$ cat config.mk
export PLATFORM = sky130hd
export DESIGN_NAME = uart_tx_dev
export DESIGN_NICKNAME = d
export VERILOG_FILES = /design/src/rtl/uart_tx_dev_pkg.sv /design/src/rtl/uart_tx_dev_sync_fifo.sv /design/src/rtl/uart_tx_dev.sv
export SDC_FILE = /design/constraint.sdc
export NUM_CORES = 1
export LEC_CHECK = 0
export ABC_AREA = 1
export CAP_MARGIN = 20
export CORE_ASPECT_RATIO = 1.1
export CORE_MARGIN = 2
export CORE_UTILIZATION = 59
export DETAILED_ROUTE_END_ITERATION = 8
export PLACE_DENSITY = 0.86
export SYNTH_ARGS = -nofsm -noshare
export SYNTH_HDL_FRONTEND = slang
export SYNTH_SLANG_ARGS = --single-unit
$ cat constraint.sdc
create_clock -name clk_i -period 3.8 [get_ports clk_i]
set_input_delay 0.76 -clock clk_i [delete_from_list [all_inputs] [get_ports clk_i]]
set_output_delay 0.76 -clock clk_i [all_outputs]
set_load 0.02 [all_outputs]
$ cat src/rtl/uart_tx_dev_pkg.sv
// Shared definitions for the UART transmitter: register offsets, STATUS bit
// positions and the frame FSM encoding.
package uart_tx_dev_pkg;

    localparam int XLEN = 32;

    localparam logic [1:0] UART_TXDATA  = 2'd0;
    localparam logic [1:0] UART_STATUS  = 2'd1;
    localparam logic [1:0] UART_BAUDDIV = 2'd2;
    localparam logic [1:0] UART_CTRL    = 2'd3;

    localparam int STAT_FULL  = 0;
    localparam int STAT_EMPTY = 1;
    localparam int STAT_BUSY  = 2;
    localparam int STAT_OVF   = 3;

    typedef enum logic [1:0] {
        S_IDLE  = 2'd0,
        S_START = 2'd1,
        S_DATA  = 2'd2,
        S_STOP  = 2'd3
    } tx_state_e;

    // A zero divider would stall the bit timer, so it is stored as 1.
    function automatic logic [15:0] div_sanitize(input logic [15:0] v);
        return (v == 16'd0) ? 16'd1 : v;
    endfunction

endpackage

$ cat src/rtl/uart_tx_dev_sync_fifo.sv
// Show-ahead synchronous FIFO; head is visible combinationally on rdata_o.
module sync_fifo #(
    parameter int WIDTH = 8,
    parameter int DEPTH = 8
) (
    input  logic             clk_i,
    input  logic             rst_i,
    input  logic             push_i,
    input  logic             pop_i,
    input  logic [WIDTH-1:0] wdata_i,
    output logic [WIDTH-1:0] rdata_o,
    output logic             full_o,
    output logic             empty_o
);
    localparam int AW = $clog2(DEPTH);

    logic [WIDTH-1:0] mem_q [DEPTH];
    logic [AW:0]      wr_ptr_q, wr_ptr_d;
    logic [AW:0]      rd_ptr_q, rd_ptr_d;
    logic             do_push, do_pop;

    assign empty_o = (wr_ptr_q == rd_ptr_q);
    assign full_o  = (wr_ptr_q[AW] != rd_ptr_q[AW]) &&
                     (wr_ptr_q[AW-1:0] == rd_ptr_q[AW-1:0]);
    assign rdata_o = mem_q[rd_ptr_q[AW-1:0]];

    // A pop frees the slot in the same cycle, so a full FIFO can still accept.
    assign do_pop  = pop_i & ~empty_o;
    assign do_push = push_i & (~full_o | do_pop);

    assign wr_ptr_d = do_push ? wr_ptr_q + 1'b1 : wr_ptr_q;
    assign rd_ptr_d = do_pop  ? rd_ptr_q + 1'b1 : rd_ptr_q;

    always_ff @(posedge clk_i or posedge rst_i) begin
        if (rst_i) begin
            wr_ptr_q <= '0;
            rd_ptr_q <= '0;
        end else begin
            wr_ptr_q <= wr_ptr_d;
            rd_ptr_q <= rd_ptr_d;
        end
    end

    always_ff @(posedge clk_i) begin
        if (do_push) mem_q[wr_ptr_q[AW-1:0]] <= wdata_i;
    end

endmodule

$ cat src/rtl/uart_tx_dev.sv
// Memory-mapped 8N1 UART transmitter with TX FIFO and TX-empty level interrupt.
module uart_tx_dev
    import uart_tx_dev_pkg::*;
#(
    parameter int          FIFO_DEPTH  = 8,
    parameter logic [15:0] DEFAULT_DIV = 16'd868
) (
    input  logic            clk_i,
    input  logic            rst_i,
    input  logic            req_i,
    input  logic            we_i,
    input  logic [XLEN-1:0] addr_i,
    input  logic [XLEN-1:0] wdata_i,
    output logic [XLEN-1:0] rdata_o,
    output logic            tx_o,
    output logic            irq_o
);
    // state   | meaning
    // S_IDLE  | line high, waiting for a FIFO byte
    // S_START | start bit (0)
    // S_DATA  | 8 data bits, LSB first
    // S_STOP  | stop bit (1); chains straight into the next frame if data waits
    tx_state_e   state_q, state_d;
    logic [7:0]  shift_q, shift_d;
    logic [2:0]  idx_q, idx_d;
    logic [15:0] cnt_q, cnt_d;
    logic        tx_q, tx_d;

    logic [15:0]     div_q;
    logic            irq_en_q, ovf_q, irq_q;
    logic [XLEN-1:0] rdata_q, rd_val;

    logic       fifo_full, fifo_empty, fifo_pop, busy, tc;
    logic       wr, rd, push;
    logic [1:0] sel;
    logic [7:0] fifo_head;
    logic       unused_bits;

    assign unused_bits = ^{addr_i[XLEN-1:4], addr_i[1:0], wdata_i[XLEN-1:16]};

    assign sel  = addr_i[3:2];
    assign wr   = req_i & we_i;
    assign rd   = req_i & ~we_i;
    assign push = wr && (sel == UART_TXDATA);
    assign busy = (state_q != S_IDLE);
    assign tc   = (cnt_q == 16'd0);

    sync_fifo #(.WIDTH(8), .DEPTH(FIFO_DEPTH)) u_fifo (
        .clk_i   (clk_i),
        .rst_i   (rst_i),
        .push_i  (push),
        .pop_i   (fifo_pop),
        .wdata_i (wdata_i[7:0]),
        .rdata_o (fifo_head),
        .full_o  (fifo_full),
        .empty_o (fifo_empty)
    );

    always_comb begin
        state_d  = state_q;
        shift_d  = shift_q;
        idx_d    = idx_q;
        cnt_d    = tc ? 16'd0 : cnt_q - 16'd1;
        tx_d     = tx_q;
        fifo_pop = 1'b0;
        case (state_q)
            S_IDLE: begin
                tx_d = 1'b1;
                if (!fifo_empty) begin
                    fifo_pop = 1'b1;
                    shift_d  = fifo_head;
                    cnt_d    = div_q - 16'd1;
                    tx_d     = 1'b0;
                    state_d  = S_START;
                end
            end
            S_START: if (tc) begin
                idx_d   = 3'd0;
                cnt_d   = div_q - 16'd1;
                tx_d    = shift_q[0];
                state_d = S_DATA;
            end
            S_DATA: if (tc) begin
                cnt_d = div_q - 16'd1;
                if (idx_q == 3'd7) begin
                    tx_d    = 1'b1;
                    state_d = S_STOP;
                end else begin
                    idx_d   = idx_q + 3'd1;
                    shift_d = {1'b0, shift_q[7:1]};
                    tx_d    = shift_q[1];
                end
            end
            S_STOP: if (tc) begin
                if (!fifo_empty) begin
                    fifo_pop = 1'b1;
                    shift_d  = fifo_head;
                    cnt_d    = div_q - 16'd1;
                    tx_d     = 1'b0;
                    state_d  = S_START;
                end else begin
                    tx_d    = 1'b1;
                    state_d = S_IDLE;
                end
            end
            default: state_d = S_IDLE;
        endcase
    end

    always_ff @(posedge clk_i or posedge rst_i) begin
        if (rst_i) begin
            state_q <= S_IDLE;
            shift_q <= '0;
            idx_q   <= '0;
            cnt_q   <= '0;
            tx_q    <= 1'b1;
        end else begin
            state_q <= state_d;
            shift_q <= shift_d;
            idx_q   <= idx_d;
            cnt_q   <= cnt_d;
            tx_q    <= tx_d;
        end
    end

    always_comb begin
        rd_val = '0;
        case (sel)
            UART_STATUS:  rd_val = {{(XLEN-4){1'b0}}, ovf_q, busy, fifo_empty, fifo_full};
            UART_BAUDDIV: rd_val = {{(XLEN-16){1'b0}}, div_q};
            UART_CTRL:    rd_val = {{(XLEN-1){1'b0}}, irq_en_q};
            default:      rd_val = '0;
        endcase
    end

    always_ff @(posedge clk_i or posedge rst_i) begin
        if (rst_i) begin
            div_q    <= DEFAULT_DIV;
            irq_en_q <= 1'b0;
            ovf_q    <= 1'b0;
            irq_q    <= 1'b0;
            rdata_q  <= '0;
        end else begin
            if (rd) rdata_q <= rd_val;
            if (push && fifo_full && !fifo_pop) ovf_q <= 1'b1;
            else if (wr && sel == UART_STATUS && wdata_i[STAT_OVF]) ovf_q <= 1'b0;
            if (wr && sel == UART_BAUDDIV) div_q <= div_sanitize(wdata_i[15:0]);
            if (wr && sel == UART_CTRL) irq_en_q <= wdata_i[0];
            irq_q <= irq_en_q & fifo_empty & ~busy;
        end
    end

    assign rdata_o = rdata_q;
    assign tx_o    = tx_q;
    assign irq_o   = irq_q;

endmodule

Yosys cells after proc, flatten, opt, wreduce, memory -nomap -nowiden
Memories as Yosys holds them, arrays and structs flattened.
Cells that the tools add are included.
Widths: inputs -> output; s select.

word-level totals
  input bits = 68
  logic and storage cells = 103
  flip-flop bits (word level) = 89
  bits in writable memories = 64
  output and inout bits = 34
  memories = 1

cells by class
  mux-type cells = 36
  eq/ne operators = 16
  reduce and logical (&&, ||, !) cells = 22
  bitwise gates (word level) = 11
  add/subtract/negate cells = 5

memories
  memory        words  bits a word  rd ports  clocked after Yosys merged registers in  write ports  RTL line                     RTL
  u_fifo.mem_q  8      8            1         0                                        1            uart_tx_dev_sync_fifo.sv:17  logic [WIDTH-1:0] mem_q [DEPTH];

operator list
  cell                   count
  $pmux 16 s3            2
  $mux 16                5
  $logic_not 16->1       2
  $mux 8                 4
  $sub 16x1->16 const B  2
  $pmux 8 s3             1
  $mux 1                 12
  $ne 2x2->1 const B     6
  $mux 2                 5
  $mux 3                 3
  $add 4x1->4 const B    2
  $eq 2x2->1 const B     4
  $logic_and 1x1->1      8
  $pmux 2 s4             1
  $reduce_and 4->1       2
  $and 1x1->1            6
  $pmux 3 s2             1
  $reduce_bool 2->1      3
  $reduce_and 5->1       1
  $eq 2x1->1 const B     2
  $eq 4x4->1             1
  $logic_not 2->1        2
  $not 1->1              4
  $pmux 1 s4             1
  other kinds (10)       10

Logic depth before layout (Yosys ltp)
Gate-level depths: netlist (run 1).

  depth after elaboration = 9
  mapped depth = 13
  depth with buffers taken out = 12

By module
From an unflattened synthesis (run 1), not the netlist that was laid out.

unflattened totals
  cell total of the unflattened synthesis = 743
  area total of the unflattened synthesis = 6865.3 sq um

by module, submodules not included
  module       cells an instance  area each (sq um)  seq. area each (sq um)  instances
  uart_tx_dev  481                3833.7             1634.1                  1
  sync_fifo    262                3031.7             2122.0                  1

Worst setup path before layout (run 1)
Ideal clock, no wire load.

  path kind = input to register
  start point = input req_i
  end point = memory u_fifo.mem_q[4][0], enable pin
  library setup time = 370 ps
  cell stages on the path = 4
  arrival = 1946 ps
  path slack = 1484 ps
  required time = 3430 ps
  buffers on the path = 0
  cells stage by stage = nand2_1 > nor3_1 > nand3_2 > nor2_1

between the ends
  cells in the longest elaborated chain, start to end = 5

RTL lines
  element                       RTL line                     RTL
  start: declaration            uart_tx_dev.sv:10            input logic req_i,
  $and 1x1->1                   uart_tx_dev.sv:42            assign wr = req_i & we_i;
  $logic_and 1x1->1             uart_tx_dev.sv:44            assign push = wr && (sel == UART_TXDATA);
  $and 1x1->1                   uart_tx_dev_sync_fifo.sv:29  assign do_push = push_i & (~full_o | do_pop);
  $mux 1                        uart_tx_dev_sync_fifo.sv:45  if (do_push) mem_q[wr_ptr_q[AW-1:0]] <= wdata_i;
  $mux 1 (not written as such)  uart_tx_dev_sync_fifo.sv:45
  end: declaration              uart_tx_dev_sync_fifo.sv:17

No other way between the ends.

Worst setup path after layout (run 1)
  start point = register u_fifo.rd_ptr_q[1]
  end point = memory u_fifo.mem_q[2][2], enable pin

between the ends
  cells in the longest elaborated chain, start to end = 9
  elaborated cells between the ends (all ways) = 13
  those cells by class = eq/ne: 2; mux: 5; bitwise: 5; reduce/logical: 1

RTL lines
  element                           RTL line                              RTL
  start: declaration                uart_tx_dev_sync_fifo.sv:19           logic [AW:0] rd_ptr_q, rd_ptr_d;
  start signal: assignment          uart_tx_dev_sync_fifo.sv:40           rd_ptr_q <= rd_ptr_d;
  $eq 4x4->1                        uart_tx_dev_sync_fifo.sv:22           assign empty_o = (wr_ptr_q == rd_ptr_q);
  $mux 1                            uart_tx_dev.sv:69, uart_tx_dev.sv:95
  $mux 1                            uart_tx_dev.sv:94                     S_STOP: if (tc) begin
  $pmux 1 s2                        uart_tx_dev.sv:66                     case (state_q)
  $and 1x1->1                       uart_tx_dev_sync_fifo.sv:28           assign do_pop = pop_i & ~empty_o;
  $or 1x1->1 (*)                    uart_tx_dev_sync_fifo.sv:29
  $and 1x1->1 (*)                   uart_tx_dev_sync_fifo.sv:29
  $mux 1 (*)                        uart_tx_dev_sync_fifo.sv:45
  $mux 1 (not written as such) (*)  uart_tx_dev_sync_fifo.sv:45

Mark *: on every way between the ends. The rest lies on a longest branch, timed or not.

==> summary.md, run 1 <==
| Metric | Value |
|---|---|
| Run status | completed |
| GRT Residual Overflow | 0 |
| Final Hold Fails | 0 |
| Port Buffers | 39 |
| Layout cells sized above 1 | 9.88% |
| Via density | 5.46 |
| Period utilization | 76.7% |
| Starting Density | approximately three fifths |
| Maxcap violations | 0 |
| Sequential Power Share | between 30% and 40% |
| Power Density | around 800 nW/µm² |
| Worst path required time | ~3.9 ns |
| Clk root buf | clkbuf_16 |
| Setup-failing EPs final | 0 |
| Max Slew Vio Count | 0 |
| Clock Latency Late Sink | around 0.43 ns |
| Grt met2 use | between 40% and 50% |
| Avg Synthesized Cell Area | approximately 8.7 µm² |
| Net switching power figure | 2610 µW |
| Hpwl dp | around 10000 µm |
| I/O pins | roughly 100 |
| Area contributors post-synth | edfxtp_1 (28%), dfrtp_1 (24%), nand2_1 (11%) |
| Synth Area in Compound Gates | under 10% |
| Final estimated routing congestion in global placement | approximately 0.91 |
| Most numerous cell in the Yosys netlist | nand2_1 |
| Post-synthesis simple-gate area fraction | around 26% |
| Grt met3 use | under 10% |
| Syn Inst Count | between 800 and 900 |
| Register bit total from synthesis | 137 |
| Final instance area | 8080 µm² |
| CP max-delay cell | nor2_1 |
| Nets | roughly 930 |
| Clk sink count | 137 |
| Post-synth EDFFs | 64 |
| Worst path cell trace | inv_2 -> nand2_1 -> nand2_1 -> nor2_4 -> nand2_4 -> nand2_4 -> nand2_4 -> nand2_4 -> nand2_2 -> nand3_2 -> nor2_1 |
| Die area | around 13000 µm² |
| Mapped cell area | 6970 µm² |
| N_diodes | 0 |
| Main combinational cell family by area after synthesis | simple AND/OR/NAND/NOR gates |
| Die Y | ~120 µm |
| Clk buf depth | 2 |
| Setup bufs post-CTS | 0 |
| Vias in the first global route | about 5.4k |
| FP Rows | between 40 and 50 |
| Drt pass-1 iters | 6 |
| CP Capture Type | register |
| XOR/XNOR share of the synthesized area | ~3.1% |
| Met1 Track Usage GR | a little over a third |
| Tot GR Track Use | roughly a quarter |
| Filler cell count | 778 |
| Final Critical Period | around 3 ns |
| Internal power | approximately 3700 µW |
| Synthesis Warnings | 0 |
| First-pass GRT wire length | approximately 26000 µm |
| Worst Tran Pin Value | a little over 0.8 ns |
| Highest net fanout along the worst path | 13 |
| Largest area contributor in the netlist | edfxtp_1 |
| Crit path max-delay family | simple AND/OR/NAND/NOR gates |
| Worst VDD drop | ~0.00054 V |
| DRT Wirelength | ~16000 µm |
| Global route hottest layer | met2 |
| CP peak stage delay | approximately 0.61 ns |
| Max Fclk | around 340 MHz |
| Main synth FF type | dfrtp_1 |
| Min-Delay Path Class | register to register |
| Antenna violations before repair | 0 |
| Largest net degree at the start of global routing | roughly 40 |
| Die outline width | between 100 and 150 µm |
| Sequential fraction of the synthesis area | 53.9% |
| Mux cell area share after synthesis | 0% |
| Synth unique cells | 41 |
| CP Buf/Inv Count | 1 |
| RSZ-0062 raised after global routing | false |
| Area grow syn2layout | 15.9% |
| Synth async-reset ratio | between 50% and 60% |
| Logic pwr share | between 30% and 40% |
| Dpl cell area | about 7500 µm² |
| Crit path top cell by count | nand2_4 |
| Drt initial violations | 454 |
| Clk pwr share | roughly 27% |
| Post-synth top area share | around 28% |
| Post-CTS Resized | 0 |
| Post-synth top cells | nand2_1 (205), nor2_1 (112), dfrtp_1 (67), inv_1 (67), edfxtp_1 (64) |
| Worst Path Arrival | around 3.0 ns |
| DRT antenna net count | 0 |
| DRC violations left | 0 |
| Clk slew on worst S/H paths | about 0.06 ns |
| Clock Skews | about 0.0078 ns |
| Slew margin rel. | ~46% |
| CP startpoint kind | register |
| CTS Hold Buffers Added | 0 |
| Via count | between 5k and 6k |
| Leak | 0.00361 µW |
| Register-to-register setup slack | between 0.8 and 0.9 ns |
| H-tree depth | 4 |
| Post-synthesis adder-cell area fraction | between 1.5 and 2% |
| Sw Ratio | 41.3% |
| Core ar. | 11500 µm² |
| Routed length per instance | 15.4 µm |
| CTS tree | done |
| CTS Buf Count | 17 |
| TNS Setup | 0 ns |
| Crit Path Class | register to register |
## area by class of cell
cell class / instances / area, µm² / area share (%)
Clock buffer: 17 / 425 / 5.27
Clock inverter: 15 / 191 / 2.37
Inverter: 75 / 284 / 3.52
Multi-Input combinational cell: 567 / 2760 / 34.1
Sequential cell: 137 / 3760 / 46.5
Tap cell: 150 / 188 / 2.32
Timing Repair Buffer: 49 / 478 / 5.92
## registers in the layout, summed over array words and instances, names as in the netlist
name,cells
cnt_q,16
div_q,16
idx_q,3
irq_en_q,1
irq_o,1
ovf_q,1
rdata_o,16
shift_q,8
state_q,2
tx_o,1
u_fifo.mem_q,64
u_fifo.rd_ptr_q,4
u_fifo.wr_ptr_q,4
## power by group through the flow
stage / clock network [µW] / registers (µW) / logic [µW]
5_1_grt: 1790 / 2110 / 2820
3_3_place_gp: 0 / 2090 / 2380
2_1_floorplan: 0 / 2030 / 1970
4_1_cts: 1730 / 2070 / 2490
6_report: 1720 / 2080 / 2510
3_5_place_dp: 0 / 2090 / 2460
## cells in the final DEF, fill, tap and decap left out, types with 2 or more instances in the layout
| cell | instances |
|---|---|
| nand2_1 | 205 |
| nor2_1 | 112 |
| dfrtp_1 | 67 |
| inv_1 | 66 |
| edfxtp_1 | 64 |
| o21ai_0 | 62 |
| nand3_1 | 60 |
| clkdlybuf4s50_1 | 39 |
| xor2_1 | 24 |
| clkbuf_16 | 17 |
| conb_1 | 16 |
| a21oi_1 | 11 |
| ha_1 | 11 |
| buf_4 | 9 |
| inv_2 | 7 |
| nand2_4 | 6 |
| nand4_1 | 6 |
| or2_2 | 6 |
| nor3_1 | 6 |
| dfstp_2 | 6 |
| nor2_2 | 5 |
| o21ai_1 | 5 |
| a31oi_1 | 5 |
| nand2_2 | 4 |
| o211ai_1 | 4 |
| clkinv_4 | 4 |
| clkinv_1 | 3 |
| o22ai_1 | 3 |
| o221ai_1 | 3 |
| bufinv_16 | 3 |
| inv_8 | 3 |
| nor2_4 | 2 |
| nor3_2 | 2 |
| nor4_1 | 2 |
| inv_6 | 2 |
## layer usage
layer  vias to the layer above  part of all wire [%]
met5                         -                     0
met4                         0                   2.0
met3                        34                   6.6
met2                       212                    49
met1                      2593                    42
li1                       2675                     -
## tightest hold or removal path, stage by stage, from the launching register on
cell and delay, ns:
dfstp_2 0.37, nand2_1 0.05, nand2_1 0.05
## logic make-up (layout without fill, tap and decap cells)
group | Yosys count | count (layout)
AOI/OAI and AO/OA | 96 | 96
DFF | 137 | 137
and+or+nand+nor | 419 | 419
xor gates and xnor gates | 25 | 25
adders and majority gates | 11 | 11
buffers and inverters | 112 | 156
other | 1 | 16
## worst paths after layout
kind,start,end,cells past startpoint
worst max-delay path,u_fifo.rd_ptr_q[1]$_DFFE_PP0P_,u_fifo.mem_q[2][2]$_DFFE_PP_,11
worst min-delay path,tx_o$_DFFE_PP1P_,tx_o$_DFFE_PP1P_,2
worst max register to register,u_fifo.rd_ptr_q[1]$_DFFE_PP0P_,u_fifo.mem_q[2][2]$_DFFE_PP_,11
worst min register to register,tx_o$_DFFE_PP1P_,tx_o$_DFFE_PP1P_,2
max in group asynchronous,rst_i,div_q[9]$_DFFE_PP1P_,3
min in group asynchronous,rst_i,idx_q[0]$_DFFE_PP0P_,2
## metrics by stage
stage	total power, µW	setup slack [ns]	instances	util [%]	hold WS, ns
after floorplan	4000	1.20	816	-	0.449
after global placement	4470	0.975	978	64.9	0.461
after detailed placement	4550	0.973	978	64.9	0.464
after CTS	6290	0.887	1010	70.3	0.473
after global routing	6720	0.700	1010	70.3	0.499
final	6320	0.885	1010	70.3	0.470
No activity file was read; power rests on OpenSTA's default activity.
==> run 2, diff against run 1 <==
- CORE_UTILIZATION: 59 -> 55
- PLACE_DENSITY: 0.86 -> 0.81
- clock period: 3.8 -> 2.7 ns (I/O delays scaled with it)
==> run 2 against run 1 <==
Compared with the run above:
- critical path depth grew 1
- count of clock-buffer cells in the layout unchanged
- clock skew increased by 0.0012 ns
- power grew 38%
- first-iteration DRC count grew 3.1%
- combinational power increased by 43%
- fmax increased by 22%
- hold slack improved by 0.0025 ns
- non-clock buffer count increased by 12
- worst setup slack worse by 0.58 ns
- die area is 7.0% higher
- sequential share of layout area shrank 0.46 points
==> summary.md, run 2 (synthesis results as in run 1) <==
| Metric | Value |
|---|---|
| Clk sink count | between 100 and 150 |
| Final estimated routing congestion in global placement | slightly below 0.9 |
| Hpwl dp | between 10000 and 15000 µm |
| H-tree depth | 4 |
| Max reg flops | 64 |
| Top sig layer | met4 |
| Final Hold Fails | 0 |
| Crit path top cell by count | nand2_4 |
| CTS Hold Buffers Added | 0 |
| Antenna violations before repair | 0 |
| Worst Hold Path EP | tx_o$_DFFE_PP1P_ |
| Max Fclk | around 420 MHz |
| Worst path required time | 2.82 ns |
| Most frequent cells in the layout | nand2_1 (205), nor2_1 (112), dfrtp_1 (67) |
| FP Rows | 43 |
| Clock Latency Late Sink | roughly 0.42 ns |
| CP peak stage delay | around 0.53 ns |
| CP max-delay cell | dfrtp_1 |
| Nets | 938 |
| Layout cells sized above 1 | between 10 and 15% |
| Most common cell after layout, fill and taps aside | nand2_1 |
| Post-CTS Resized | 0 |
| Setup bufs post-CTS | 0 |
| Vias in the first global route | ~5.2k |
| Maxcap violations | 0 |
| Final Critical Period | ~2.4 ns |
| N_diodes | 0 |
| CTS Buf Count | 17 |
| Clock Skews | around 0.0090 ns |
| Drt initial violations | roughly 470 |
| Period utilization | between 80% and 90% |
| Worst VDD drop | 0.000619 V |
| Drt pass-1 iters | 5 |
| Crit Path Class | register to register |
| Tot GR Track Use | a little under a quarter |
| Leak | approximately 0.0037 µW |
| Final instance area | 8160 µm² |
| Worst path cell trace | inv_4 -> nand2_1 -> nand2_1 -> nor2_2 -> nand2_4 -> nand2_4 -> nand2_4 -> nand2_4 -> nand2_2 -> nand3_2 -> nor2_1 -> buf_4 |
| Post-Route Utilization | roughly 65% |
| I/O pins | approximately 100 |
| DRT Wirelength | between 15000 and 20000 µm |
| Met3 wire len | 832 µm |
| Min-Delay Path Class | register to register |
| Highest net fanout along the worst path | 12 |
| Clk root buf | clkbuf_16 |
| Via count | roughly 5.5k |
| Worst Path Arrival | between 2 and 3 ns |
| Setup-failing EPs final | 0 |
| Core ar. | between 10000 and 15000 µm² |
| Die Y | approximately 120 µm |
| CP startpoint kind | register |
| Starting Density | a little under three fifths |
| Largest net degree at the start of global routing | 30 |
| Crit path max-delay family | simple AND/OR/NAND/NOR gates |
| Hold Crit Start | tx_o$_DFFE_PP1P_ |
| DRT antenna net count | 0 |
| TNS Setup | 0 ns |
| GRT Residual Overflow | 0 |
| Die outline width | between 100 and 150 µm |
| Power Density | 1070 nW/µm² |
| Routed length per instance | about 15 µm |
| CP Buf/Inv Count | 2 |
| Port Buffers | 39 |
| RSZ-0062 raised after global routing | false |
| Wl on met1 | roughly 6700 µm |
| Die area | approximately 14000 µm² |
| Worst Tran Pin Value | ~0.65 ns |
| Area grow syn2layout | 17.0% |
| Slew margin rel. | a little under three fifths |
| R2R depth | 12 |
| CTS tree | done |
| Hold depth | 2 |
| Dpl cell area | roughly 7600 µm² |
| Worst reg2reg path startpoint | u_fifo.rd_ptr_q[2]$_DFFE_PP0P_ |
| Met2 WL | 7450 µm |
| DRC violations left | 0 |
| Via density | 5.31 |
| Run status | completed |
| First-pass GRT wire length | around 25000 µm |
| RR Endpoint | u_fifo.mem_q[2][6]$_DFFE_PP_ |
| Max Slew Vio Count | 0 |
| Register-to-register setup slack | 0.30 ns |
| Min Hold Slack | 0.472 ns |
| Clk buf depth | 2 |
| Clk slew on worst S/H paths | 0.06 ns |
| CP Capture Type | register |
==> run 2: layout make-up <==
cell class	instances	area, µm²
well taps	157	196
multi-input cells	567	2760
clock inverters	15	160
fillers	961	4320
inverters	75	284
clock buffers	17	425
flip-flops and latches	137	3760
repair buffers	61	581
==> run 2: how the worst max path moves through the flow <==
| stage | startpoint | end | slack (ns) | cells past startpoint |
|---|---|---|---|---|
| 2_1_floorplan | rst_i | cnt_q[0]$_DFF_PP0_ | 0.32 | 1 |
| 3_3_place_gp | u_fifo.rd_ptr_q[2]$_DFFE_PP0P_ | u_fifo.mem_q[4][4]$_DFFE_PP_ | 0.37 | 12 |
| 3_5_place_dp | u_fifo.rd_ptr_q[2]$_DFFE_PP0P_ | u_fifo.mem_q[4][1]$_DFFE_PP_ | 0.34 | 12 |
| 4_1_cts | u_fifo.rd_ptr_q[2]$_DFFE_PP0P_ | u_fifo.mem_q[4][4]$_DFFE_PP_ | 0.32 | 12 |
| 5_1_grt | u_fifo.rd_ptr_q[2]$_DFFE_PP0P_ | u_fifo.mem_q[0][4]$_DFFE_PP_ | 0.11 | 12 |
| 6_report | u_fifo.rd_ptr_q[2]$_DFFE_PP0P_ | u_fifo.mem_q[2][6]$_DFFE_PP_ | 0.30 | 12 |
==> run 2: worst register-to-register path, cell delays in order (launching register included) <==
cell	delay, ns
dfrtp_1	0.53
inv_4	0.20
nand2_1	0.07
nand2_1	0.12
nor2_2	0.07
nand2_4	0.17
nand2_4	0.10
nand2_4	0.17
nand2_4	0.11
nand2_2	0.14
nand3_2	0.12
nor2_1	0.10
buf_4	0.19
==> run 2: power breakdown <==
| group | switching [µW] | internal, µW | total (µW) | leakage (µW) |
|---|---|---|---|---|
| Sequential | 315 | 2580 | 2890 | 0.00149 |
| Combinational | 2390 | 1190 | 3580 | 0.00188 |
| Clock | 970 | 1310 | 2280 | 0.000282 |
==> run 2: routing by layer <==
| layer | vias up | GRT usage, % |
|---|---|---|
| met3 | 35 | 5.47 |
| met4 | 0 | 10.4 |
| met5 | - | 0 |
| met1 | 2551 | 31.2 |
| li1 | 2696 | - |
| met2 | 187 | 39.0 |
==> run 2: metrics by stage <==
| stage | setup slack [ns] | power [µW] | std cells |
|---|---|---|---|
| 2_1_floorplan | 0.317 | 5630 | 816 |
| 3_3_place_gp | 0.369 | 6340 | 997 |
| 3_5_place_dp | 0.338 | 6430 | 997 |
| 4_1_cts | 0.317 | 8730 | 1029 |
| 5_1_grt | 0.110 | 9370 | 1029 |
| 6_report | 0.303 | 8750 | 1029 |
==> run 3, diff against run 2 <==
- GPL_ROUTABILITY_DRIVEN: default -> 1
- SYNTH_HIERARCHICAL: default -> 1
- clock period: 2.7 -> 2.3 ns (I/O delays scaled with it)
==> run 3 against run 2 <==
Compared with the run above:
- clock skew fell by 0.0032 ns
- global-route usage grew 1.9 points
- cell count down 2.3%
- utilization is 4.6 points higher
- hold slack worse by 0.15 ns
- synthesized area down 1.5%
- non-clock buffer count increased by 36
- power up 24%
- count of clock-buffer cells in the layout is the same
- clock power up 16%
- via count rose by 3.2%
- fmax up 5.5%
- critical path type unchanged
- largest cell class unchanged
- highest routed layer unchanged
==> summary.md, run 3 <==
| Metric | Value |
|---|---|
| FP Rows | 42 |
| Internal power | ~6300 µW |
| Sequential fraction of the synthesis area | 54.7% |
| Clock Latency Late Sink | about 0.43 ns |
| Hpwl dp | approximately 11000 µm |
| Tot GR Track Use | between 20 and 30% |
| Area contributors post-synth | edfxtp_1 (28%), dfrtp_1 (24%), nand2_1 (9.1%) |
| Min Hold Slack | between 0.3 and 0.4 ns |
| Crit Path Class | register to register |
| TNS Setup | 0 ns |
| Setup-failing EPs final | 0 |
| CP Capture Type | register |
| Logic pwr share | roughly 45% |
| Largest net degree at the start of global routing | between 60 and 70 |
| Final Critical Period | approximately 2.3 ns |
| Highest net fanout along the worst path | 8 |
| Most frequent cells in the layout | nand2_1 (166), nor2_1 (71), dfrtp_1 (67) |
| Post-synth top cells | nand2_1 (167), nor2_1 (79), dfrtp_1 (67) |
| Worst VDD drop | about 0.0008 V |
| Routed length per instance | between 15 and 20 µm |
| Sw Ratio | between 40% and 50% |
| Net switching power figure | about 4600 µW |
| Crit path top cell by count | nand2_1 |
| Synthesis Warnings | 6 |
| Largest area contributor in the netlist | edfxtp_1 |
| Synth async-reset ratio | a little over half |
| Via density | 5.62 |
| GRT Residual Overflow | 0 |
| Min-Delay Path Class | input port to async pin |
| Post-synth top area share | 28.0% |
| CTS Buf Count | 17 |
| I/O pins | between 100 and 150 |
| Final std cells w/o fill | ~1k |
| Die outline width | 111 µm |
| Filler cell count | approximately 830 |
| Syn Inst Count | about 740 |
| Avg Synthesized Cell Area | just over 9 µm² |
| Max Slew Vio Count | 0 |
| Drt pass-1 iters | 5 |
| Clk slew on worst S/H paths | 0.07 ns |
| N_diodes | 0 |
| Leak | 0.00366 µW |
| Worst path cell trace | inv_1 -> nand2_1 -> nand2_1 -> nor2_4 -> nand3_4 -> inv_4 -> inv_1 -> nand2_1 -> o21ai_2 -> nand2_2 -> inv_2 -> inv_2 -> nand4_4 -> nand3_4 -> nor2_4 |
| Clk pwr share | about a quarter |
| Clock Skews | about 0.0058 ns |
| First-pass GRT wire length | ~27000 µm |
| Period utilization | just under 100% |
| DRT antenna net count | 0 |
| Die Y | 121 µm |
| Most numerous cell in the Yosys netlist | nand2_1 |
| CTS tree | done |
| Most common cell after layout, fill and taps aside | nand2_1 |
| Starting Density | between 50% and 60% |
| CP max-delay cell | dfrtp_1 |
| Synth unique cells | 45 |
| Area grow syn2layout | 23.1% |
| Sequential Power Share | roughly 30% |
| Port Buffers | 39 |
| Main synth FF type | dfrtp_1 |
| Post-Route Utilization | around 70% |
| Core ar. | approximately 12000 µm² |
| Layout cells sized above 1 | 19.9% |
| Max reg flops | 64 |
| Mapped cell area | a little under 7000 µm² |
| CP startpoint kind | register |
| Post-synth EDFFs | 64 |
| Nets | just over 900 |
| Vias in the first global route | 5659 |
| Worst Path Arrival | around 2.4 ns |
| Inst Count DP | approximately 960 |
| Total Power | around 11000 µW |
| Clk sink count | ~140 |
| Antenna violations before repair | 0 |
| Register bit total from synthesis | 137 |
| Max Fclk | approximately 440 MHz |
| Final Hold Fails | 0 |
| Maxcap violations | 0 |
| RSZ-0062 raised after global routing | true |
| Die area | between 10000 and 15000 µm² |
| Power Density | ~1300 nW/µm² |
| DRT Wirelength | 17000 µm |
| Clk buf depth | 2 |
| Clk root buf | clkbuf_16 |
| Drt initial violations | around 370 |
| Run status | completed |
| CP peak stage delay | between 0.3 and 0.4 ns |
| Worst path required time | 2.40 ns |
| DRC violations left | 0 |
| Final estimated routing congestion in global placement | 0.846 |
| Via count | 5644 |
| H-tree depth | 4 |
==> run 3: cell count changes after synthesis, moves of 4 or more <==
cell,delta
a31oi_1,-5
inv_2,-4
nand2_1,-38
nand2_2,+6
nand3_1,-21
nor2_1,-33
nor2_2,+5
o21ai_1,+20
o21ai_2,+9
o22ai_1,+13
xnor2_1,+4
xor2_1,-7
==> run 3: cells by family (layout without fill, tap and decap cells) <==
kind of cell             count (synthesis)  in the layout  synth area share [%]
AND/OR/NAND/NOR                        337            337                  22.2
other                                    1             16                0.0546
XOR/XNOR                                23             23                  3.04
flip-flops                             137            137                  54.7
buffers and inverters                  105            198                  7.18
AO/OA/AOI/OAI                          129            129                  10.8
adder cells (fa/ha/maj)                 11             11                  2.00
==> run 3: layout make-up <==
class / count / area, µm² / area share [%]
Multi-Input combinational cell: 516 / 2780 / 32.9
Tap cell: 154 / 193 / 2.28
Inverter: 69 / 267 / 3.15
Clock inverter: 15 / 156 / 1.85
Clock buffer: 17 / 425 / 5.03
Timing Repair Buffer: 97 / 876 / 10.4
Sequential cell: 137 / 3760 / 44.4
==> run 3: power by group through the flow <==
stage	combinational [µW]	sequential (µW)	clock, µW
floorplan	3260	3360	0
global placement	4300	3350	0
detailed placement	4490	3370	0
CTS	4640	3330	2650
global route	5320	3380	2750
finish	4840	3340	2640
==> run 3: repair_timing <==
item	CTS	global route
setup endpoints to repair	56	67
cloned	0	0
hold buffers	0	0
gates resized for setup	6	6
setup buffers	5	7
pin swaps	5	10
==> run 3: metrics by stage <==
step	worst slack (ns)	cell area, µm²
5_1_grt	-0.0773	8450
2_1_floorplan	0.0106	7000
3_3_place_gp	-0.0106	7720
3_5_place_dp	-0.0806	7720
6_report	0.0285	8450
4_1_cts	0.0178	8360
==> run 3: critical path: cells and delay by family (launching register included) <==
kind            cells  cell delay [ns]
simple gates        9             1.06
flops               1             0.39
buf+inv             5             0.35
compound gates      1             0.13
==> run 3: final timing paths <==
| path | from | endpoint | slack, ns | depth (start not counted) |
|---|---|---|---|---|
| worst min register to register | shift_q[7]$_DFFE_PP0P_ | shift_q[7]$_DFFE_PP0P_ | 0.49 | 2 |
| min in group clk_i | shift_q[7]$_DFFE_PP0P_ | shift_q[7]$_DFFE_PP0P_ | 0.49 | 2 |
| worst min-delay path | rst_i | u_fifo/rd_ptr_q[3]$_DFFE_PP0P_ | 0.32 | 2 |
| worst max register to register | u_fifo/wr_ptr_q[1]$_DFFE_PP0P_ | u_fifo/mem_q[6][2]$_DFFE_PP_ | 0.03 | 15 |
| worst max-delay path | u_fifo/wr_ptr_q[1]$_DFFE_PP0P_ | u_fifo/mem_q[6][2]$_DFFE_PP_ | 0.03 | 15 |
| max in group asynchronous | rst_i | tx_o$_DFFE_PP1P_ | 1.52 | 3 |
==> run 3: metal layers <==
layer,wire (µm),track usage [%]
met1,6570,30.3
met2,8700,45.1
met3,1150,6.09
met4,577,12.2
met5,0,0
